### src/rtl/alu_seq_ctrl.sv
// ALU control sequencer: single-cycle decode, multi-step shifts, optional multiply.
// Define ALU_SEQ_MULT_EN to give funct 0x19 a multi-cycle MULT state.
module alu_seq_ctrl #(
    parameter int CTRL_W      = 6,
    parameter int SHAMT_W     = 5,
    parameter int MULT_CYCLES = 4
) (
    input  logic               clk,
    input  logic               reset,
    input  logic               valid_in,
    input  logic [5:0]         functionCode,
    input  logic [4:0]         ALUop,
    input  logic [SHAMT_W-1:0] Shamt,
    output logic [CTRL_W-1:0]  ALUctrl,
    output logic               alu_valid,
    output logic               feedback,
    output logic               stall,
    output logic               done
);

`ifdef ALU_SEQ_MULT_EN
    typedef enum logic [1:0] {IDLE, SHIFT, MULT} state_t;
    logic [3:0] cnt_q, cnt_n;
`else
    typedef enum logic [1:0] {IDLE, SHIFT} state_t;
`endif

    state_t             state_q, state_n;
    logic [5:0]         funct_q, funct_n;
    logic [SHAMT_W-1:0] rem_q, rem_n, step;
    logic [CTRL_W-1:0]  ctrl_n;
    logic               valid_n, fb_n, stall_n, done_n, shift_op;

    // Largest step first: 8, then 2, then 1.
    function automatic logic [SHAMT_W-1:0] step_of(input logic [SHAMT_W-1:0] r);
        if (int'(r) >= 8) return SHAMT_W'(8);
        if (int'(r) >= 2) return SHAMT_W'(2);
        return SHAMT_W'(1);
    endfunction

    function automatic logic [CTRL_W-1:0] step_code(input logic [5:0] fn,
                                                    input logic [SHAMT_W-1:0] st);
        logic [7:0] base, off;
        base = (fn == 6'h00) ? 8'h0A : (fn == 6'h02) ? 8'h0D : 8'h10;
        off  = (int'(st) == 8) ? 8'd2 : (int'(st) == 2) ? 8'd1 : 8'd0;
        return CTRL_W'(base + off);
    endfunction

    function automatic logic [CTRL_W-1:0] decode(input logic [4:0] op,
                                                 input logic [5:0] fn);
        logic [7:0] c;
        c = 8'h00;
        case (op)
            5'd0: c = 8'h02;
            5'd1: c = 8'h06;
            5'd2: begin
                case (fn)
                    6'h20:   c = 8'h02;
                    6'h21:   c = 8'h03;
                    6'h23:   c = 8'h06;
                    6'h25:   c = 8'h01;
                    6'h26:   c = 8'h04;
                    6'h2A:   c = 8'h07;
                    6'h2B:   c = 8'h08;
                    6'h30:   c = 8'h14;
                    6'h19:   c = 8'h13;
                    default: c = 8'h00;
                endcase
            end
            5'd3: c = 8'h03;
            5'd5: c = 8'h01;
            5'd6: c = 8'h04;
            5'd7: c = 8'h07;
            5'd8: c = 8'h08;
            5'd9: c = 8'h09;
            default: c = 8'h00;
        endcase
        return CTRL_W'(c);
    endfunction

    assign shift_op = (ALUop == 5'd2) &&
                      (functionCode == 6'h00 || functionCode == 6'h02 ||
                       functionCode == 6'h03);

    always_comb begin
        state_n = IDLE;
        funct_n = funct_q;
        rem_n   = rem_q;
        step    = '0;
        ctrl_n  = '0;
        valid_n = 1'b0;
        fb_n    = 1'b0;
        stall_n = 1'b0;
        done_n  = 1'b0;
`ifdef ALU_SEQ_MULT_EN
        cnt_n   = cnt_q;
`endif
        unique case (state_q)
            IDLE: begin
                if (valid_in && !stall) begin
                    valid_n = 1'b1;
                    if (shift_op && Shamt != '0) begin
                        step    = step_of(Shamt);
                        ctrl_n  = step_code(functionCode, step);
                        funct_n = functionCode;
                        rem_n   = Shamt - step;
                        if (rem_n != '0) begin
                            stall_n = 1'b1;
                            state_n = SHIFT;
                        end else begin
                            done_n = 1'b1;
                        end
                    end
`ifdef ALU_SEQ_MULT_EN
                    else if (ALUop == 5'd2 && functionCode == 6'h19) begin
                        ctrl_n  = CTRL_W'(8'h13);
                        cnt_n   = 4'(MULT_CYCLES - 1);
                        stall_n = 1'b1;
                        state_n = MULT;
                    end
`endif
                    else begin
                        ctrl_n = decode(ALUop, functionCode);
                        done_n = 1'b1;
                    end
                end
            end
            SHIFT: begin
                step    = step_of(rem_q);
                ctrl_n  = step_code(funct_q, step);
                valid_n = 1'b1;
                fb_n    = 1'b1;
                rem_n   = rem_q - step;
                if (rem_n != '0) begin
                    stall_n = 1'b1;
                    state_n = SHIFT;
                end else begin
                    done_n = 1'b1;
                end
            end
`ifdef ALU_SEQ_MULT_EN
            MULT: begin
                ctrl_n  = CTRL_W'(8'h13);
                valid_n = 1'b1;
                cnt_n   = cnt_q - 4'd1;
                if (cnt_n != 4'd0) begin
                    stall_n = 1'b1;
                    state_n = MULT;
                end else begin
                    done_n = 1'b1;
                end
            end
`endif
            default: state_n = IDLE;
        endcase
    end

    always_ff @(posedge clk or posedge reset) begin
        if (reset) begin
            state_q   <= IDLE;
            funct_q   <= '0;
            rem_q     <= '0;
            ALUctrl   <= '0;
            alu_valid <= 1'b0;
            feedback  <= 1'b0;
            stall     <= 1'b0;
            done      <= 1'b0;
`ifdef ALU_SEQ_MULT_EN
            cnt_q     <= '0;
`endif
        end else begin
            state_q   <= state_n;
            funct_q   <= funct_n;
            rem_q     <= rem_n;
            ALUctrl   <= ctrl_n;
            alu_valid <= valid_n;
            feedback  <= fb_n;
            stall     <= stall_n;
            done      <= done_n;
`ifdef ALU_SEQ_MULT_EN
            cnt_q     <= cnt_n;
`endif
        end
    end

endmodule
### config.mk
export PLATFORM = sky130hd
export DESIGN_NAME = alu_seq_ctrl
export DESIGN_NICKNAME = d
export VERILOG_FILES = /design/src/rtl/alu_seq_ctrl.sv
export SDC_FILE = /design/constraint.sdc
export NUM_CORES = 1
export LEC_CHECK = 0
export CAP_MARGIN = 0
export CORE_ASPECT_RATIO = 1.1
export CORE_MARGIN = 4
export CORE_UTILIZATION = 47
export CTS_BUF_LIST = sky130_fd_sc_hd__clkbuf_16
export DETAILED_ROUTE_END_ITERATION = 8
export GPL_ROUTABILITY_DRIVEN = 0
export PLACE_DENSITY = 0.85
export SLEW_MARGIN = 0
export SYNTH_ARGS = -nofsm -noshare
export SYNTH_HDL_FRONTEND = slang
export SYNTH_SLANG_ARGS = --single-unit
### constraint.sdc
create_clock -name clk -period 2.13 [get_ports clk]
set_input_delay 0.426 -clock clk [delete_from_list [all_inputs] [get_ports clk]]
set_output_delay 0.426 -clock clk [all_outputs]
set_load 0.01 [all_outputs]
### Word-level counts from Yosys, hierarchy flattened

Index checks and enable logic that the tools add are counted.

| word-level totals | value |
|---|---|
| flip-flop bits (word level) | 23 |
| output and inout bits | 10 |

| cells by class | value |
|---|---|
| add/sub/neg operators | 4 |
| $lt $le $gt $ge | 4 |
| equal/unequal tests | 27 |
| multiplexer cells | 60 |
| reductions and logical operators | 16 |

Operator list:

| cell | number |
|---|---|
| 5-bit 2-to-1 mux | 18 |
| 5-bit case mux with 9 select lines | 2 |
| 6-bit equality test (second input constant) | 8 |
| 1-bit 2-to-1 mux | 30 |
| 5-bit by 3-bit equality test with 1-bit output (second input constant) | 5 |
| 6-bit by 2-bit equality test with 1-bit output (second input constant) | 3 |
| 5-bit nonzero test | 3 |
| 5-bit by 2-bit adder with 6-bit output | 2 |
| 6-bit logical NOT | 2 |
| 6-bit 2-to-1 mux | 2 |
| 6-bit case mux with 2 select lines | 1 |
| 5-bit by 2-bit equality test with 1-bit output (second input constant) | 2 |
| 5-bit by 4-bit equality test with 1-bit output (second input constant) | 2 |
| 5-bit equality test (second input constant) | 2 |
| 5-bit by 2-bit >= comparator with 1-bit output (second input constant) | 2 |
| 5-bit by 4-bit >= comparator with 1-bit output (second input constant) | 2 |
| 5-bit case mux with 2 select lines | 1 |
| 5-bit subtractor | 2 |
| 6-bit by 5-bit equality test with 1-bit output (second input constant) | 1 |
| 1-bit case mux with 2 select lines | 3 |
| 3-bit AND reduction | 2 |
| 5-bit by 1-bit equality test with 1-bit output (second input constant) | 1 |
| 5-bit logical NOT | 1 |
| 2-bit 2-to-1 mux | 2 |
| 8 further kinds | 12 |

### Longest topological paths before layout

Gate-level depths: netlist (run 1).

| depth | value |
|---|---|
| depth in word-level cells | 24 |
| gate-level depth with buffers | 11 |
| mapped depth without buffers | 11 |

### Worst setup path before layout (run 1)

No wires, ideal clock.

| path | value |
|---|---|
| path type | register to register |
| start point | reg rem_q[4] |
| end point | reg done |
| arrival | 2210 ps |
| required time | 2009 ps |
| path slack | -201 ps |
| stages on the path, launching flop included | 12 |
| period minus slack after synthesis | 2331 ps |
| cells stage by stage | dfrtp_1 nor2_1 inv_1 nor3_1 ha_1 inv_1 fa_1 o21a_1 nor2_1 xor2_1 nor3_1 a22o_1 |

| between the ends | value |
|---|---|
| word-level cells in the longest chain between the ends | 11 |
| elaborated cells on any way between the ends | 15 |

RTL lines:

| element | line | text |
|---|---|---|
| start, declared | 30 | `logic [SHAMT_W-1:0] rem_q, rem_n, step;` |
| start signal, assigned | 174 | `rem_q <= rem_n;` |
| 5-bit by 2-bit >= comparator with 1-bit output | 37 | `if (int'(r) >= 2) return SHAMT_W'(2);` |
| 1-bit 2-to-1 mux (2 in a row) | 37 |  |
| 1-bit 2-to-1 mux | 98 | `unique case (state_q)` |
| 5-bit 2-to-1 mux | 38 | `return SHAMT_W'(1);` |
| 5-bit 2-to-1 mux | 37 |  |
| 5-bit 2-to-1 mux | 98 |  |
| 5-bit subtractor * | 133 | `rem_n = rem_q - step;` |
| 5-bit nonzero test * | 134 | `if (rem_n != '0) begin` |
| 1-bit 2-to-1 mux * | 134 |  |
| 1-bit case mux with 2 select lines * | 98 |  |
| via done_n | 32 | `logic valid_n, fb_n, stall_n, done_n, shift_op;` |
| end signal, assigned | 179 | `done <= done_n;` |
| end, declared | 18 | `output logic done` |

Mark *: on every way through the listed nets, which the timed path passes. The rest lies on a longest branch. The select of a mux whose other input is x is not followed.
A chain may end at the register's enable or synchronous reset.

### Final worst setup path (run 1)

Ends and elaborated chain as after synthesis.

==> impl_metrics.yaml, run 1 <==
grt:
  grt_max_degree: 22
  grt_pass1_vias: 1650
  grt_pass1_wl_um: 7680
  grt_overflow: 0
  antenna_found_initial: 0
  track_usage_pct: 22.0
synthesis:
  synth_flop_cell: "dfrtp_1"
  postSynthAreaPerCell_um2: 9.20
  ys_ff_latch: 21
  yosysSeqAreaShare_pct: 32.3
  synth_area_um2: 1630
  async_reset_ff_share_pct: 100
  ys_warn_count: 0
  ys_types: 52
  synth_edf_count: 0
  synth_nets: 210
  postSynthCellCount: 177
clock_tree:
  cts_tree: "yes"
  h-tree-depth: 1
  numCtsBuffers: 3
  cts.clk_slew.worst_paths_ps: 60
  clkSinkCount: 21
  root_buffer: "clkbuf_16"
  insertion_delay_ps: 250
  clockBufferDepth: 2
routing:
  ant_nets: 0
  wl_per_cell_um: 17.1
  wl_um: 5210
  vias: 1675
  drcViolationCount: 0
  dr.first_iter.drc_count: 95
  drtPass1Iterations: 4
  via_per_inst: 5.49
placed_design:
  dp_slack_ps: -642
  post_dp_cell_area_um2: 2270
  io_buffers: 28
  dp_hpwl_um: 3010
run:
  cap_violations: 0
worst_setup_path:
  cpPeakStageDelay_ps: 400
  cp_cell_sequence: "nor2_2 > inv_2 > nor3_4 > ha_2 > inv_2 > fa_2 > o21a_1 > nor2_2 > xor2_1 > nor3_2 > a22o_1"
  cp.arrival_ps: 2420
  cpLargestDelayFamily: "adder cells"
  crit_type: "reg2reg"
  cp_data_required_time_ps: 2260
  cp_num_buf_inv: 2
  start_kind: "flop"
  path_max_fanout: 2
  end_kind: "flop"
  crit_slowest_cell: "dfrtp_1"
  worstRegToRegCells: 11
  path_depth: 11
layout:
  final_common_cell: "buf_4"
  post-route-util_pct: 79.5
  final_layout_size_suffix_gt1_share_pct: 43.2
  fin_area_um2: 2650
  nets: 291
  fill_cells: 202
  area_growth_pct: 62.6
  multi_input_area_um2: 1210
  antennaDiodeCount: 0
  final_cell_mix: "51 x buf_4, 21 x dfrtp_1, 14 x clkdlybuf4s50_1, 12 x inv_1, 10 x nor2_1"
  seqCellArea_um2: 526
timing:
  tightest_slew_ps: 560
  min_period_ps: 2290
  period_share_pct: 108
  clock_skew_ps: 1.30
  rsz0062_at_grt: "true"
  fin_tns_setup_ps: -410
  layout_setup_ws_ps: -160
  drv_slew: 0
  final_hold_viol_count: 0
  max_freq_mhz: 437
  timing.slew.headroom_pct: 62.7
  setup_viol: 5
power:
  seq_power_share_pct: 23.1
  p_per_area_nw_per_um2: 859
  pwr-share-comb_pct: 59.4
  netSwitchingPower_uw: 843
  ir_drop_v: 0.000403
  clkPwrFrac_pct: 17.5
  intPower_uw: 1430
  p_total_uw: 2270
  p_sw_share_pct: 37.1
  power.leakage_uw: 0.00122
outcome:
  status: "finished, violations left"
  violations: "setup timing"
hold_path:
  worstHoldPathType: "in2async"
die:
  std_cell_rows: 22
  fp.dieArea_um2: 4470
  io_pins: 29
  die_x_um: 64.1
  coreArea_um2: 3330
  die_h_um: 69.7
  start_util_pct: 48.9
==> registers in the layout (all words and copies together), names as in the netlist <==
register	flops
ALUctrl	6
funct_q	6
rem_q	5
alu_valid	1
done	1
feedback	1
stall	1
==> tightest hold or removal path, delay by kind of cell <==
kind                   cells  cell delay [ps]
buffers and inverters      3              710
==> worst paths after layout <==
path,start,end,slack (ps)
worst max-delay path,rem_q[4],done,-160
max in group asynchronous,reset,done,1420
min in group clk,funct_q[4],funct_q[4],530
worst max register to register,rem_q[4],done,-160
worst min register to register,funct_q[4],funct_q[4],530
worst min-delay path,reset,funct_q[3],500
==> per-layer routing <==
metal	GRT usage, %	routed length (µm)	part of all wire (%)
met1	25.4	2150	41
met2	39.0	2690	52
met3	2.92	219	4.2
met4	11.0	144	2.8
met5	0	0	0
==> cells in the mapped netlist, drive strengths merged, types with 2 or more instances <==
library cell,number,area share (%)
dfrtp,21,32
inv,16,3.7
nor2,15,3.5
ha,10,7.7
o21ai,10,3.1
nand2,9,2.1
and2,5,1.9
clkbuf,5,1.2
nor2b,5,1.9
nor3,5,1.5
xor2,5,2.7
a21oi,4,1.2
fa,4,4.9
mux2i,4,3.2
nand3b,4,1.8
a31oi,3,1.2
mux2,3,2.3
nand3,3,0.92
o221ai,3,1.6
or3,3,1.2
xnor2,3,1.6
a211oi,2,0.92
buf,2,1.4
nand2b,2,0.77
nor3b,2,0.92
nor4,2,0.77
nor4bb,2,1.2
o211ai,2,0.92
o22ai,2,0.77
o31ai,2,0.92
or4,2,1.2
==> metrics by stage <==
stage	hold slack [ps]	cells
final	498	305
after global routing	539	305
after CTS	493	298
after global placement	465	288
after floorplan	403	177
after detailed placement	468	288
==> cell type report <==
class	instances	share of cell area, %
clock buffer	3	2.84
clock inverter	1	0.189
inverter	17	2.50
multi-input combinational	132	45.8
sequential	21	19.8
tap	48	2.27
timing repair buffer	83	26.5
==> cell families (layout without fill, tap and decap cells) <==
kind of cell	after synthesis	count (layout)	share of synthesized area [%]
mux	7	7	5.53
fa+ha+maj	14	14	12.6
xor+xnor	8	8	4.30
simple gates	64	64	22.2
flops	21	21	32.3
buf+inv	24	104	6.46
compound gates	38	38	16.4
other cells	1	1	0.230
==> power groups by stage <==
stage          clock network [µW]  logic [µW]  registers [µW]
2_1_floorplan                   0         583             518
3_3_place_gp                    0         978             510
3_5_place_dp                    0        1020             511
4_1_cts                       391        1110             510
5_1_grt                       419        1450             533
6_report                      399        1350             525
==> timing repair <==
| action | 4_1_cts | 5_1_grt |
|---|---|---|
| pin swaps | 20 | 11 |
| setup buffers | 6 | 7 |
| setup endpoints to repair | 18 | 16 |
| resized for setup | 62 | 27 |
| hold buffers | 0 | 0 |
Power figures use the tool's default switching activity.
==> run 2: changes to the inputs <==
Settings changed: CORE_ASPECT_RATIO 1.1 to 1.25, CTS_CLUSTER_DIAMETER set to 80.
==> impl_metrics.yaml, run 2 (synthesized netlist as in run 1, its figures left out) <==
outcome:
  status: "finished, violations left"
  violations: "setup timing"
power:
  p_per_area_nw_per_um2: 854
  pwr-share-comb_pct: 58.0
  ir_drop_v: 0.000953
  clkPwrFrac_pct: 17.9
  p_sw_share_pct: 37.7
  power.leakage_uw: 0.00119
  intPower_uw: 1380
  netSwitchingPower_uw: 833
  p_total_uw: 2210
  seq_power_share_pct: 24.0
run:
  cap_violations: 0
routing:
  via_per_inst: 5.92
  wl_um: 5150
  vias: 1712
  drtPass1Iterations: 4
  wl_per_cell_um: 17.8
  dr.first_iter.drc_count: 147
  ant_nets: 0
  drcViolationCount: 0
layout:
  antennaDiodeCount: 0
  final_cell_mix: "47 x buf_4, 21 x dfrtp_1, 15 x clkdlybuf4s50_1, 13 x inv_1, 11 x nor2_1"
  reg_top3: "ALUctrl x6, funct_q x6, rem_q x5"
  final_common_cell: "buf_4"
  multi_input_area_um2: 1240
  final_layout_size_suffix_gt1_share_pct: 45.2
  stdcell_count: 289
  nets: 286
  fill_cells: 196
  seqCellArea_um2: 526
  area_growth_pct: 59.2
grt:
  grt_pass1_wl_um: 7750
  grt_max_degree: 22
  antenna_found_initial: 0
  grt_overflow: 0
  track_usage_pct: 23.5
  grt_pass1_vias: 1647
clock_tree:
  h-tree-depth: 1
  clockBufferDepth: 2
  numCtsBuffers: 3
  clkSinkCount: 21
  cts.clk_slew.worst_paths_ps: 60
  insertion_delay_ps: 250
  root_buffer: "clkbuf_16"
  cts_tree: "yes"
timing:
  rsz0062_at_grt: "true"
  drv_slew: 0
  min_period_ps: 2260
  setup_viol: 4
  period_share_pct: 106
  timing.slew.headroom_pct: 62.4
  clock_skew_ps: 3.86
  max_freq_mhz: 443
  layout_setup_ws_ps: -126
  final_hold_viol_count: 0
  tightest_slew_ps: 564
placed_design:
  dp_hpwl_um: 3200
  dp_slack_ps: -642
  place_inst: 276
  io_buffers: 28
die:
  die_x_um: 60.6
  fp.dieArea_um2: 4470
  start_util_pct: 49.6
  io_pins: 29
  std_cell_rows: 23
  coreArea_um2: 3280
  die_h_um: 73.8
hold_path:
  hp-start: "funct_q[3]"
  worstHoldPathType: "reg2reg"
  holdPathStages: 1
worst_setup_path:
  worstRegToRegCells: 11
  crit_type: "in2reg"
  cp_data_required_time_ps: 2250
  start_kind: "input port"
  reg2reg_from: "rem_q[3]"
  end_kind: "flop"
  cp.arrival_ps: 2380
  startpoint: "Shamt[4]"
  path_max_fanout: 2
## run 2: through the flow
step	hold WS [ps]	TNS [ps]	utilization [%]	area, µm²
after global placement	463	-7700	68.5	2250
final	499	-270	79.0	2590
after detailed placement	466	-8620	68.5	2250
after global routing	529	-798	79.0	2590
after CTS	492	-125	75.6	2480
after floorplan	403	-196	-	1660
## run 2: worst max-delay path, cell delays in order
cell	delay [ps]
clkbuf_2	110
nor4_4	310
ha_2	220
inv_2	50
fa_2	400
buf_4	150
xor2_2	140
nand3b_1	110
o31ai_2	330
o22ai_1	130
## run 2: power groups by stage
stage | sequential, µW | clock (µW) | combinational (µW)
after floorplan | 518 | 0 | 583
after global placement | 517 | 0 | 981
after detailed placement | 517 | 0 | 1020
after CTS | 516 | 397 | 1140
after global routing | 540 | 413 | 1380
final | 532 | 397 | 1280
## run 2: path summary, 6_finish.rpt
path                                    to  slack, ps
worst max-delay path                 stall       -130
worst min-delay path            funct_q[3]        500
worst max register to register        done        -80
worst min register to register  funct_q[3]        500
max in group asynchronous       funct_q[3]       1410
min in group asynchronous        alu_valid        510
## run 2: repair_timing
item,4_1_cts,5_1_grt
gates resized for setup,64,29
buffers inserted,7,2
pin swaps,19,21
setup endpoints to repair,18,14
hold buffers,0,0
## run 2: cell type report
| cell class | instances | share of cell area (%) |
|---|---|---|
| clock inverter | 1 | 0.193 |
| multi-input combinational | 132 | 47.8 |
| timing repair buffer | 78 | 24.6 |
| sequential | 21 | 20.3 |
| tap | 37 | 1.79 |
| clock buffer | 3 | 2.90 |
| inverter | 17 | 2.46 |
## run 2: routing by layer
layer	share of wire [%]	track usage (%)	routed length, µm
met5	0	0	0
met4	3.5	10.1	180
met1	38	27.5	1940
met2	53	41.6	2720
met3	5.9	3.16	305
==> run 3: changes to the inputs <==
Settings changed: CORE_UTILIZATION 47 to 57, CTS_CLUSTER_SIZE set to 25, PLACE_DENSITY 0.85 to 0.95.
Clock period 2.13 ns to 2.61 ns, I/O delays scaled along.
==> impl_metrics.yaml, run 3 (synthesized netlist as in run 1, its figures left out) <==
outcome:
  status: "complete, no violations"
routing:
  wl_um: 4970
  dr.first_iter.drc_count: 87
  drcViolationCount: 0
  via_per_inst: 6.29
  ant_nets: 0
  wl_per_cell_um: 18.8
  drtPass1Iterations: 4
  vias: 1661
worst_setup_path:
  cp_data_required_time_ps: 2720
  r2r-end: "done"
  ff2ff_setup_slack_ps: 40
  worstRegToRegCells: 11
  start_kind: "input port"
  end_kind: "flop"
  cp.arrival_ps: 2700
  crit_type: "in2reg"
  startpoint: "functionCode[2]"
  reg2reg_from: "rem_q[4]"
  path_max_fanout: 4
timing:
  tightest_slew_ps: 784
  max_freq_mhz: 387
  layout_setup_ws_ps: 25.7
  drv_slew: 0
  fin_tns_setup_ps: 0
  period_share_pct: 99.0
  clock_skew_ps: 2.20
  min_period_ps: 2580
  timing.slew.headroom_pct: 47.6
  setup_viol: 0
  final_hold_viol_count: 0
grt:
  grt_overflow: 0
  grt_pass1_wl_um: 7360
  grt_max_degree: 22
  grt_pass1_vias: 1649
  grt_use_met2_pct: 48.8
  grt_use_met1_pct: 26.8
  grt-busiest-layer: "met2"
  track_usage_pct: 25.6
  use_met3_pct: 3.06
  antenna_found_initial: 0
layout:
  fin_area_um2: 2270
  area_growth_pct: 39.7
  nets: 264
  stdcell_count: 264
  reg_top3: "ALUctrl x6, funct_q x6, rem_q x5"
  post-route-util_pct: 84.0
  antennaDiodeCount: 0
  final_common_cell: "buf_4"
  final_layout_size_suffix_gt1_share_pct: 21.7
  final_cell_mix: "28 x buf_4, 25 x clkdlybuf4s50_1, 21 x dfrtp_1, 16 x inv_1, 13 x nor2_1"
power:
  p_per_area_nw_per_um2: 688
  power.leakage_uw: 0.00105
  ir_drop_v: 0.000831
placed_design:
  place_inst: 260
  post_dp_cell_area_um2: 2120
  dp_hpwl_um: 3370
  dp_slack_ps: -477
  io_buffers: 28
die:
  coreArea_um2: 2710
  fp.dieArea_um2: 3780
  io_pins: 29
  die_h_um: 67.7
  start_util_pct: 60.1
  std_cell_rows: 21
  die_x_um: 55.8
clock_tree:
  clockBufferDepth: 2
  postCtsSetupRepairBufs: 0
  clkSinkCount: 21
  h-tree-depth: 1
  cts.clk_slew.worst_paths_ps: 60
  cts_tree: "yes"
  root_buffer: "clkbuf_16"
  numCtsBuffers: 3
  insertion_delay_ps: 260
hold_path:
  worstHoldPathType: "reg2reg"
  min_to: "funct_q[3]"
  holdPathStages: 1
  hp-start: "funct_q[3]"
run:
  cap_violations: 0
==> run 3: cell types whose count changed in the layout (fill, tap and decap cells not counted), moves of 3 or more <==
cell and delta:
buf_2 -3, buf_6 -4, ha_1 +3, clkdlybuf4s50_1 +10, clkbuf_2 -4, nand2_1 +3
buf_4 -19, nand2_2 -3, inv_2 -3, inv_1 +3
==> run 3: worst max path at each step <==
| stage | endpoint | slack [ps] |
|---|---|---|
| after detailed placement | stall | -480 |
| final | rem_q[1] | 30 |
| after global routing | done | -40 |
| after CTS | stall | 10 |
| after global placement | stall | -270 |
| after floorplan | rem_q[0] | 210 |
==> run 3: cell type report <==
type                            instances  area [µm²]
Timing Repair Buffer                   56         494
Sequential cell                        21         526
Tap cell                               34        42.5
Clock buffer                            3        75.1
Multi-Input combinational cell        132        1070
Inverter                               17        63.8
Fill cell                             156         432
Clock inverter                          1        5.00
==> run 3: worst max-delay path: stages <==
cell             delay, ps
clkdlybuf4s50_1        420
or4_4                  550
a211o_1                330
or3_4                  380
buf_4                  170
mux2i_1                210
o21ai_1                110
==> run 3: report_power, final <==
part           total, µW  leakage, µW  internal [µW]  switching [µW]
registers            449     0.000280            376            72.6
clock network        329    0.0000409            206             123
logic                788     0.000732            363             425
==> run 3: metrics by stage <==
step	power [µW]	hold slack (ps)
final	1570	483
after global routing	1650	492
after CTS	1480	483
after detailed placement	1110	476
after global placement	1060	463
after floorplan	880	445
==> run 3: timing repair <==
action / in CTS / in global routing
pin swaps: 4 / 3
resized for setup: 8 / 11
hold buffers: 0 / 0
endpoints found under the setup margin: 2 / 5
==> run 3: metal layers <==
layer	vias up	wire, µm	part of all wire, %
met2	84	2590	52
li1	742	-	-
met5	-	0	0
met4	0	255	5.1
met1	812	1860	37
met3	23	258	5.2
